[src/rtl/seq_multiplier_if.sv]
// Operand/product handshake bundle for seq_multiplier.
// The master drives operands and out_ready; the slave returns in_ready and the product.
interface seq_multiplier_if #(
    parameter int N = 32
);
    logic           in_valid;
    logic           in_ready;
    logic [N-1:0]   a;
    logic [N-1:0]   b;
    logic           out_valid;
    logic           out_ready;
    logic [2*N-1:0] p;

    modport master (
        output in_valid, a, b, out_ready,
        input  in_ready, out_valid, p
    );

    modport slave (
        input  in_valid, a, b, out_ready,
        output in_ready, out_valid, p
    );
endinterface

[src/rtl/seq_multiplier.sv]
// Iterative unsigned multiplier: K multiplier bits per cycle, N/K cycles per product.
// Valid/ready on both operand and product sides; product held under backpressure.
module seq_multiplier #(
    parameter int N = 32,
    parameter int K = 1
) (
    input  logic            clk,
    input  logic            rst,
    seq_multiplier_if.slave bus
);
    localparam int ITER = N / K;
    localparam int CW   = $clog2(ITER + 1);

    localparam logic [1:0] S_IDLE = 2'd0;
    localparam logic [1:0] S_BUSY = 2'd1;
    localparam logic [1:0] S_DONE = 2'd2;

    if (N < 2 || K < 1 || K > N || (N % K) != 0) begin : g_bad_param
        $error("seq_multiplier: illegal N/K combination");
    end

    logic [1:0]     state_q, state_d;
    logic [N-1:0]   a_q, a_d;
    logic [2*N-1:0] b_q, b_d;
    logic [2*N-1:0] acc_q, acc_d;
    logic [CW-1:0]  cnt_q, cnt_d;
    logic [2*N-1:0] pp;

    // a_q shifts right and b_q left each step, so the low K bits of a_q
    // always select the digit whose weight b_q already carries.
    always_comb begin
        state_d = state_q;
        a_d     = a_q;
        b_d     = b_q;
        acc_d   = acc_q;
        cnt_d   = cnt_q;
        pp      = {{(2*N-K){1'b0}}, a_q[K-1:0]} * b_q;
        case (state_q)
            S_IDLE: begin
                if (bus.in_valid) begin
                    a_d     = bus.a;
                    b_d     = {{N{1'b0}}, bus.b};
                    acc_d   = '0;
                    cnt_d   = '0;
                    state_d = S_BUSY;
                end
            end
            S_BUSY: begin
                acc_d = acc_q + pp;
                a_d   = a_q >> K;
                b_d   = b_q << K;
                cnt_d = cnt_q + CW'(1);
                if (cnt_q == CW'(ITER - 1)) begin
                    state_d = S_DONE;
                end
            end
            S_DONE: begin
                if (bus.out_ready) begin
                    state_d = S_IDLE;
                end
            end
            default: state_d = S_IDLE;
        endcase
    end

    always_ff @(posedge clk) begin
        if (rst) begin
            state_q <= S_IDLE;
            a_q     <= '0;
            b_q     <= '0;
            acc_q   <= '0;
            cnt_q   <= '0;
        end else begin
            state_q <= state_d;
            a_q     <= a_d;
            b_q     <= b_d;
            acc_q   <= acc_d;
            cnt_q   <= cnt_d;
        end
    end

    assign bus.in_ready  = (state_q == S_IDLE) && !rst;
    assign bus.out_valid = (state_q == S_DONE) && !rst;
    assign bus.p         = rst ? '0 : acc_q;
endmodule

[src/flat_wrapper.sv]
// flat-port wrapper written by rule: the top's interface ports become plain ports
module seq_multiplier_flat 
#(
    parameter int N = 32,
    parameter int K = 1
)
  (clk, rst, bus_in_valid, bus_a, bus_b, bus_out_ready, bus_in_ready, bus_out_valid, bus_p);
  seq_multiplier_if #(.N(N)) bus_i ();
  input  logic clk;
  input  logic rst;
  input wire logic [$bits(bus_i.in_valid)-1:0] bus_in_valid;
  input wire logic [$bits(bus_i.a)-1:0] bus_a;
  input wire logic [$bits(bus_i.b)-1:0] bus_b;
  input wire logic [$bits(bus_i.out_ready)-1:0] bus_out_ready;
  output wire logic [$bits(bus_i.in_ready)-1:0] bus_in_ready;
  output wire logic [$bits(bus_i.out_valid)-1:0] bus_out_valid;
  output wire logic [$bits(bus_i.p)-1:0] bus_p;
  assign bus_i.in_valid = bus_in_valid;
  assign bus_i.a = bus_a;
  assign bus_i.b = bus_b;
  assign bus_i.out_ready = bus_out_ready;
  assign bus_in_ready = bus_i.in_ready;
  assign bus_out_valid = bus_i.out_valid;
  assign bus_p = bus_i.p;
  seq_multiplier #(.N(N), .K(K)) u_core (.clk(clk), .rst(rst), .bus(bus_i));
endmodule
[config.mk]
export PLATFORM = sky130hd
export DESIGN_NAME = seq_multiplier_flat
export DESIGN_NICKNAME = d
export VERILOG_FILES = /design/src/rtl/seq_multiplier_if.sv /design/src/rtl/seq_multiplier.sv /design/src/flat_wrapper.sv
export SDC_FILE = /design/constraint.sdc
export NUM_CORES = 1
export LEC_CHECK = 0
export ABC_AREA = 1
export ABC_CLOCK_PERIOD_IN_PS = 3500
export CORE_MARGIN = 3
export CORE_UTILIZATION = 30
export DETAILED_ROUTE_END_ITERATION = 10
export SLEW_MARGIN = 0
export SYNTH_ARGS = -nofsm -noshare
export SYNTH_HDL_FRONTEND = slang
export SYNTH_SLANG_ARGS = --single-unit
[constraint.sdc]
create_clock -name clk -period 3.5 [get_ports clk]
set_clock_uncertainty 0.1 [all_clocks]
set_input_delay 0.7 -clock clk [delete_from_list [all_inputs] [get_ports clk]]
set_output_delay 0.7 -clock clk [all_outputs]
set_load 0.1 [all_outputs]
## Yosys cells after proc, flatten, opt, wreduce, memory -nomap -nowiden

Index checks and enable logic that the tools add are counted.

| word-level totals | value |
|---|---|
| word-level logic and storage cells | 34 |
| bits in registers | 168 |

| operators by class | value |
|---|---|
| multiply operators | 1 |
| muxes and demuxes | 13 |
| equal/unequal tests | 6 |
| add/sub/neg operators | 2 |
| reductions and logical operators | 7 |

Operator list:

| cell | number |
|---|---|
| one-hot mux 64 bit (2 select lines) | 2 |
| 2-to-1 mux 64 bit | 3 |
| adder 64 bit | 1 |
| multiplier 1 x 64 -> 64 bit | 1 |
| one-hot mux 32 bit (2 select lines) | 1 |
| 2-to-1 mux 32 bit | 1 |
| one-hot mux 6 bit (2 select lines) | 1 |
| adder 6 x 1 -> 6 bit (second input constant) | 1 |
| equality test 6 x 5 -> 1 bit (second input constant) | 1 |
| 2-to-1 mux 2 bit | 3 |
| 2-to-1 mux 6 bit | 1 |
| one-hot mux 2 bit (3 select lines) | 1 |
| != test 2 bit (second input constant) | 2 |
| AND reduction 3 bit | 1 |
| equality test 2 x 1 -> 1 bit (second input constant) | 1 |
| equality test 2 bit (second input constant) | 1 |
| logical AND 1 bit | 2 |
| logical NOT 2 bit | 1 |
| != test 2 x 1 -> 1 bit (second input constant) | 1 |
| AND reduction 2 bit | 1 |
| nonzero test 2 bit | 1 |
| logical NOT 1 bit | 1 |

## Logic depth before layout (Yosys ltp)

Gate-level depths: netlist of run 1.

| logic depth | value |
|---|---|
| word-level depth | 3 |
| mapped depth | 20 |

## Worst setup path after synthesis of run 1

OpenSTA, ideal clock, no wires.

| path | value |
|---|---|
| kind | input to output |
| start | input port rst |
| end | output port bus_in_ready |
| path slack | -0.410 ns |
| required time | 2.700 ns |
| stages | 3 |
| data arrival time | 3.110 ns |
| path buffers | 2 |
| cells stage by stage | clkbuf_1 -> clkbuf_1 -> nor3_1 |

| on the way | value |
|---|---|
| cells in the longest elaborated chain, start to end | 2 |

RTL lines:

| what | line | text |
|---|---|---|
| start, declared | flat_wrapper.sv:10 | `input logic rst;` |
| logical NOT 1 bit | seq_multiplier.sv:82 | `assign bus.in_ready = (state_q == S_IDLE) && !rst;` |
| logical AND 1 bit | seq_multiplier.sv:82 |  |
| end, declared | flat_wrapper.sv:15 | `output wire logic [$bits(bus_i.in_ready)-1:0] bus_in_ready;` |

Every way passes these cells.

## Worst setup path in the final report of run 1

| path | value |
|---|---|
| start | register u_core.a_q[0] |
| end | register u_core.acc_q[56] |

| on the way | value |
|---|---|
| cells in the longest elaborated chain, start to end | 3 |

RTL lines:

| what | line | text |
|---|---|---|
| start, declared | seq_multiplier.sv:23 | `logic [N-1:0] a_q, a_d;` |
| start signal, assigned | seq_multiplier.sv:69 | `a_q <= '0;` |
| start signal, assigned | seq_multiplier.sv:75 | `a_q <= a_d;` |
| multiplier 1 x 64 -> 64 bit | seq_multiplier.sv:37 | `pp = {{(2*N-K){1'b0}}, a_q[K-1:0]} * b_q;` |
| adder 64 bit | seq_multiplier.sv:49 | `acc_d = acc_q + pp;` |
| one-hot mux 64 bit (2 select lines) | seq_multiplier.sv:38 | `case (state_q)` |
| end signal, assigned | seq_multiplier.sv:71 | `acc_q <= '0;` |
| end signal, assigned | seq_multiplier.sv:77 | `acc_q <= acc_d;` |
| end, declared | seq_multiplier.sv:25 | `logic [2*N-1:0] acc_q, acc_d;` |

Every way passes these cells.
A chain may end at the register's enable or synchronous reset.

==> results.json, run 1 <==
{
  "setup_viol": 0,
  "ir_drop_mv": 0.2895,
  "overflow": 0,
  "cp-end-kind": "flip-flop",
  "hold_buffers": 0,
  "clock-sinks": 168,
  "fillers": 4661,
  "cts_tree": "built",
  "drt_iter0_markers": 1158,
  "syn_area_mm2": 0.01288,
  "rows": 75,
  "start_kind": "flip-flop",
  "critPathKind": "flip-flop to flip-flop",
  "leakage_nw": 8.496,
  "first_pass_iters": 6,
  "grt_setup_unrepaired": "false",
  "clockBufferDepth": 2,
  "core_mm2": 0.04223,
  "status": "finished, final reports clean",
  "worstRegToRegCells": 14,
  "maxSlewHeadroom_pct": 40.25,
  "vias_per_cell": 4.670,
  "dp_hpwl_mm": 36.61,
  "hold_viol": 0,
  "track_usage_pct": 20.26,
  "gp_congestion": 0.9649,
  "ant_nets": 0,
  "power_density_mw_per_mm2": 281.1,
  "syn_area_per_cell_um2": 5.534,
  "multi_input_area_mm2": 0.007343,
  "grt_pass1_wl_mm": 70.92,
  "area_growth_pct": 21.29,
  "wirelength_mm": 45.75,
  "crit-reg2reg-launch": "u_core.a_q[0]",
  "clk_pin_slew_ps": 80,
  "rr_endpoint": "u_core.acc_q[56]",
  "cts_made_buffers": 17,
  "r2r_slack_ps": 520,
  "die_y_um": 213.2,
  "cp.arrival_ps": 3230,
  "dp.cells": 2946,
  "hold-path-cell-count": 2,
  "layout_min_cycle_time_ps": 2978,
  "tns_ps": 0,
  "avgRoutedWirePerCell_um": 15.37,
  "io_buffers": 133,
  "synth_warnings": 0,
  "synth_nets": 2461,
  "h-tree-depth": 4,
  "cts-root-buf": "clkbuf_16",
  "fin_crit_sh_pct": 85.09,
  "drc_errors": 0,
  "via_count": 13903,
  "path_max_fanout": 49,
  "crit_path_start": "u_core.a_q[0]",
  "max_freq_ghz": 0.3358,
  "worst_pin_slew_ps": 895.2,
  "antenna_cells": 0,
  "fin_cells": 2977,
  "syn_inst": 2328,
  "initial_utilization_pct": 30.51,
  "ys_seq_area_share_pct": 26.10,
  "worstSkewPairLatency_ps": 470,
  "synth_cell_types": 39,
  "maxCapViolations": 0,
  "pin_count": 134,
  "grt_max_degree": 95,
  "die-area_mm2": 0.04547,
  "layout.nets": 2559,
  "grt_pass1_vias": 13140,
  "layout-drive-gt1-share_pct": 6.399,
  "hold_path.class": "flip-flop to flip-flop",
  "slew_viol_final": 0,
  "antenna_found_initial": 1,
  "synth-seq-cells": 168,
  "cts_resized": 0,
  "cp.required_ps": 3750,
  "ff_latch_area_mm2": 0.003364,
  "post_cts_buffers": 0,
  "critical_path.endpoint": "u_core.acc_q[56]",
  "die_x_um": 213.2
}
[worst max-delay path, cell delays in order, from the launching register on]
cell	delay, ps
dfxtp_2	540
buf_12	300
nand2_1	80
inv_1	110
ha_1	310
nand2_1	160
inv_1	50
nand2_1	60
nand2_1	80
a21oi_1	320
nand3_1	270
nand2_1	220
nand3_1	90
nand3_1	100
nand2_1	50
[kinds of logic (layout without fill, tap and decap cells)]
logic type | count (synthesis) | count (layout) | synth area share (%)
AO/OA/AOI/OAI | 206 | 206 | 9.760
XOR/XNOR | 2 | 2 | 0.1360
adder cells (fa/ha/maj) | 65 | 65 | 6.371
buffers and inverters | 574 | 684 | 17.00
flip-flops | 168 | 168 | 26.10
AND/OR/NAND/NOR | 1313 | 1313 | 40.63
[cell usage after synthesis, drive strengths merged]
cell / instances / share of area, %
a211oi: 1 / 0.058
a21oi: 65 / 2.5
a221oi: 2 / 0.14
a22o: 1 / 0.068
a22oi: 34 / 2.0
a31oi: 28 / 1.4
a32o: 2 / 0.16
and2: 1 / 0.049
and3: 1 / 0.049
buf: 36 / 1.3
clkbuf: 31 / 0.90
clkinv: 6 / 0.17
dfxtp: 168 / 26
fa: 1 / 0.16
ha: 64 / 6.2
inv: 501 / 15
nand2: 995 / 29
nand3: 98 / 4.0
nand3b: 3 / 0.17
nand4: 7 / 0.34
nor2: 184 / 5.8
nor3: 16 / 0.66
nor4: 4 / 0.19
o211ai: 1 / 0.058
o21ai: 40 / 1.6
o21bai: 2 / 0.12
o22ai: 15 / 0.73
o32ai: 15 / 1.0
or2: 4 / 0.19
xor2: 2 / 0.14
[per-stage QoR]
step	util [%]	power (mW)	hold slack [ps]	setup WS, ps	instance area [µm²]
after floorplan	-	2.339	337.1	135.9	12890
after global placement	35.63	2.529	354.0	526.6	15050
after detailed placement	35.63	2.536	355.1	583.3	15050
after CTS	37.00	4.454	367.9	561.3	15630
after global routing	37.00	4.565	391.7	322.3	15630
final	37.00	4.392	368.5	522.0	15630
[report_power, final]
part / leakage (nW) / internal, mW / switching, mW
clock: 0.280 / 0.950 / 0.956
sequential: 1.36 / 1.97 / 0.0517
combinational: 6.85 / 0.167 / 0.298
[per-layer routing]
layer,track usage [%],share of wire (%)
met5,0,0.028
met4,6.130,2.5
met2,31.61,43
met1,28.90,48
met3,3.012,6.3
[registers in the layout, indices dropped and copies added (netlist names)]
signal          cells
u_core.acc_q       64
u_core.b_q         64
u_core.a_q         32
u_core.cnt_q        6
u_core.state_q      2
[placed cells by master, fill, tap and decap left out, types with 2 or more instances in the layout]
cell type and n:
nand2_1 986, clkbuf_16 17, o32ai_1 15, nor3_1 14, o21ai_1 12, nor2_4 5, inv_1 488, nand2_2 9
a21oi_1 65, buf_4 40, a221oi_1 2, xor2_1 2, nand3_2 6, nor4_1 4, inv_8 4, o21bai_1 2
or2_1 3, nor2_2 9, dfxtp_1 167, o22ai_1 15, inv_2 13, nor2_1 170, clkdlybuf4s50_1 66, clkinv_4 3
clkinv_1 6, buf_12 40, nand3_1 92, a32o_1 2, nand3b_1 3, o21ai_0 28, nand4_1 7, nor3_2 2
a22oi_1 34, inv_6 3, ha_1 64, a31oi_1 28, clkinv_8 3
[cell type report]
| class | instances | area share, % |
|---|---|---|
| multi-input cells | 1586 | 46.99 |
| clock inverters | 14 | 0.9849 |
| well taps | 539 | 4.316 |
| repair buffers | 146 | 11.27 |
| inverters | 507 | 12.18 |
| flip-flops and latches | 168 | 21.53 |
| clock buffers | 17 | 2.722 |
[how the worst min path moves through the flow]
| stage | start | to | slack (ps) |
|---|---|---|---|
| final | u_core.a_q[31] | u_core.a_q[31] | 370 |
| after CTS | u_core.a_q[16] | u_core.a_q[16] | 370 |
| after global routing | u_core.a_q[2] | u_core.a_q[2] | 390 |
| after global placement | u_core.a_q[31] | u_core.a_q[31] | 350 |
| after detailed placement | u_core.a_q[16] | u_core.a_q[16] | 360 |
| after floorplan | u_core.cnt_q[5] | u_core.cnt_q[5] | 340 |
Note: power is estimated with default switching activity, not from simulation.
==> run 2: changes to the inputs <==
- CTS_CLUSTER_DIAMETER: unset -> 200
- GPL_TIMING_DRIVEN: unset -> 1
- SETUP_SLACK_MARGIN: unset -> 0.5
==> run 2 against run 1 <==
Sequential power is essentially flat. Hold slack worse by 8.1 ps. Utilization up 0.41 points. Flip-flop and latch count is the same. First-iteration DRC count is 2.8% lower. Clock-buffer cell count grew 1. Via count increased by 0.92%. Final cell count increased by 0.10%. Design area increased by 1.1%. Critical endpoint is now u_core.acc_q[60]. Largest cell class unchanged.
==> results.json, run 2 (synthesis gave the netlist of run 1 again) <==
{
  "area_growth_pct": 22.63,
  "grt_pass1_wl_mm": 72.00,
  "fin_hold_ws_ps": 360.4,
  "ant_nets": 0,
  "avgRoutedWirePerCell_um": 15.73,
  "hold_viol": 0,
  "max_freq_ghz": 0.3542,
  "rows": 75,
  "start_kind": "flip-flop",
  "ff_latch_area_mm2": 0.003367,
  "core_mm2": 0.04223,
  "maxCapViolations": 0,
  "max_stage_delay_ps": 420,
  "layout-drive-gt1-share_pct": 6.760,
  "cts_tree": "built",
  "maxSlewHeadroom_pct": 47.17,
  "leakage_nw": 8.571,
  "clockBufferDepth": 2,
  "layout_min_cycle_time_ps": 2823,
  "cts_made_buffers": 17,
  "tns_ps": 0,
  "final_common_cell": "nand2_1",
  "critPathKind": "flip-flop to flip-flop",
  "fillers": 4649,
  "worst_pin_slew_ps": 792.5,
  "biggestRegsByFlops": "u_core.acc_q: 64 flops, u_core.b_q: 64 flops, u_core.a_q: 32 flops",
  "io_buffers": 133,
  "cts-root-buf": "clkbuf_16",
  "antenna_found_initial": 1,
  "track_usage_pct": 20.57,
  "grt_max_degree": 85,
  "gp_congestion": 0.9187,
  "worstSkewPairLatency_ps": 470,
  "initial_utilization_pct": 30.51,
  "cp_common_cell": "nand2_1",
  "first_pass_iters": 5,
  "final_cell_mix": "985 x nand2_1, 488 x inv_1, 168 x nor2_1, 167 x dfxtp_1, 91 x nand3_1",
  "hold_path.class": "flip-flop to flip-flop",
  "layout.nets": 2562,
  "ir_drop_mv": 0.3390,
  "drt_iter0_markers": 1126,
  "antenna_cells": 0,
  "status": "finished, final reports clean",
  "critical-path-top-delay-family": "simple AND/OR/NAND/NOR gates",
  "slew_viol_final": 0,
  "dp_hpwl_mm": 36.91,
  "cp_num_buf_inv": 2,
  "cp.arrival_ps": 3090,
  "die_x_um": 213.2,
  "cp.required_ps": 3760,
  "wirelength_mm": 46.88,
  "clk_pin_slew_ps": 80,
  "h-tree-depth": 4,
  "fin_crit_sh_pct": 80.67,
  "crit_chain": "buf_12 > nand2_1 > inv_1 > ha_1 > nand2_1 > nor2_1 > nand2_1 > nor4_4 > nand2_1 > nand2_1 > nand2_1 > nand3_1 > nand2_1",
  "multi_input_area_mm2": 0.007377,
  "via_count": 14031,
  "drc_errors": 0,
  "vias_per_cell": 4.708,
  "setup_viol": 0,
  "die-area_mm2": 0.04547,
  "die_y_um": 213.2,
  "pin_count": 134,
  "grt_setup_unrepaired": "false",
  "clock-sinks": 168,
  "path_max_fanout": 26,
  "hold_buffers": 0,
  "overflow": 0,
  "grt_pass1_vias": 13120,
  "cp-end-kind": "flip-flop",
  "critPathSlowestCell": "ha_1",
  "power_density_mw_per_mm2": 289.0
}
==> run 2: cell count changes in the layout (fill, tap and decap cells not counted), sizes merged <==
| cell | before | now |
|---|---|---|
| clkinvlp | 1 | 0 |
| buf | 80 | 81 |
| clkbuf | 17 | 20 |
| clkinv | 12 | 7 |
| inv | 508 | 511 |
| bufinv | 0 | 2 |
==> run 2: area by class of cell <==
cell class	count	share of cell area, %
clock buffer	18	2.780
clock inverter	13	1.101
inverter	507	12.05
multi-input combinational	1586	46.69
sequential	168	21.31
tap	539	4.269
timing repair buffer	149	11.80
==> run 2: worst paths after layout <==
path / start / to / slack [ps] / cells after the start
max: u_core.a_q[0] / u_core.acc_q[60] / 680 / 13
min: u_core.a_q[31] / u_core.a_q[31] / 360 / 2
max reg2reg: u_core.a_q[0] / u_core.acc_q[60] / 680 / 13
min reg2reg: u_core.a_q[31] / u_core.a_q[31] / 360 / 2
==> run 2: repair_timing <==
item | in CTS | in global routing
setup endpoints to repair | 1 | 14
endpoints found under the hold margin | 0 | 0
gates resized for setup | 1 | 6
setup buffers | 0 | 1
gates cloned | 0 | 1
==> run 2: worst reg2reg max path, cell delays in order, from the launching register on <==
cell	delay (ps)
dfxtp_4	410
buf_12	190
nand2_1	90
inv_1	60
ha_1	420
nand2_1	190
nor2_1	270
nand2_1	210
nor4_4	390
nand2_1	140
nand2_1	80
nand2_1	50
nand3_1	70
nand2_1	70
==> run 2: power breakdown <==
| part | switching [mW] | internal, mW | leakage [nW] |
|---|---|---|---|
| clock network | 0.956 | 1.11 | 0.303 |
| logic | 0.308 | 0.176 | 6.90 |
| registers | 0.0501 | 1.97 | 1.36 |
| total | 1.31 | 3.25 | 8.57 |
==> run 2: metrics by stage <==
stage	power (mW)	instance area, µm²	worst slack, ps	utilization, %	instances
2_1_floorplan	2.339	12890	306.1	-	2328
3_3_place_gp	2.534	15120	362.6	35.80	2947
3_5_place_dp	2.539	15120	431.1	35.80	2947
4_1_cts	4.608	15740	565.6	37.27	2978
5_1_grt	4.734	15800	504.8	37.41	2980
6_report	4.566	15800	676.5	37.41	2980
==> run 2: metal layers <==
layer / GRT usage (%) / part of all wire [%]
met1: 29.58 / 48
met2: 31.85 / 43
met3: 3.041 / 6.5
met4: 6.130 / 2.4
met5: 0 / 0.026
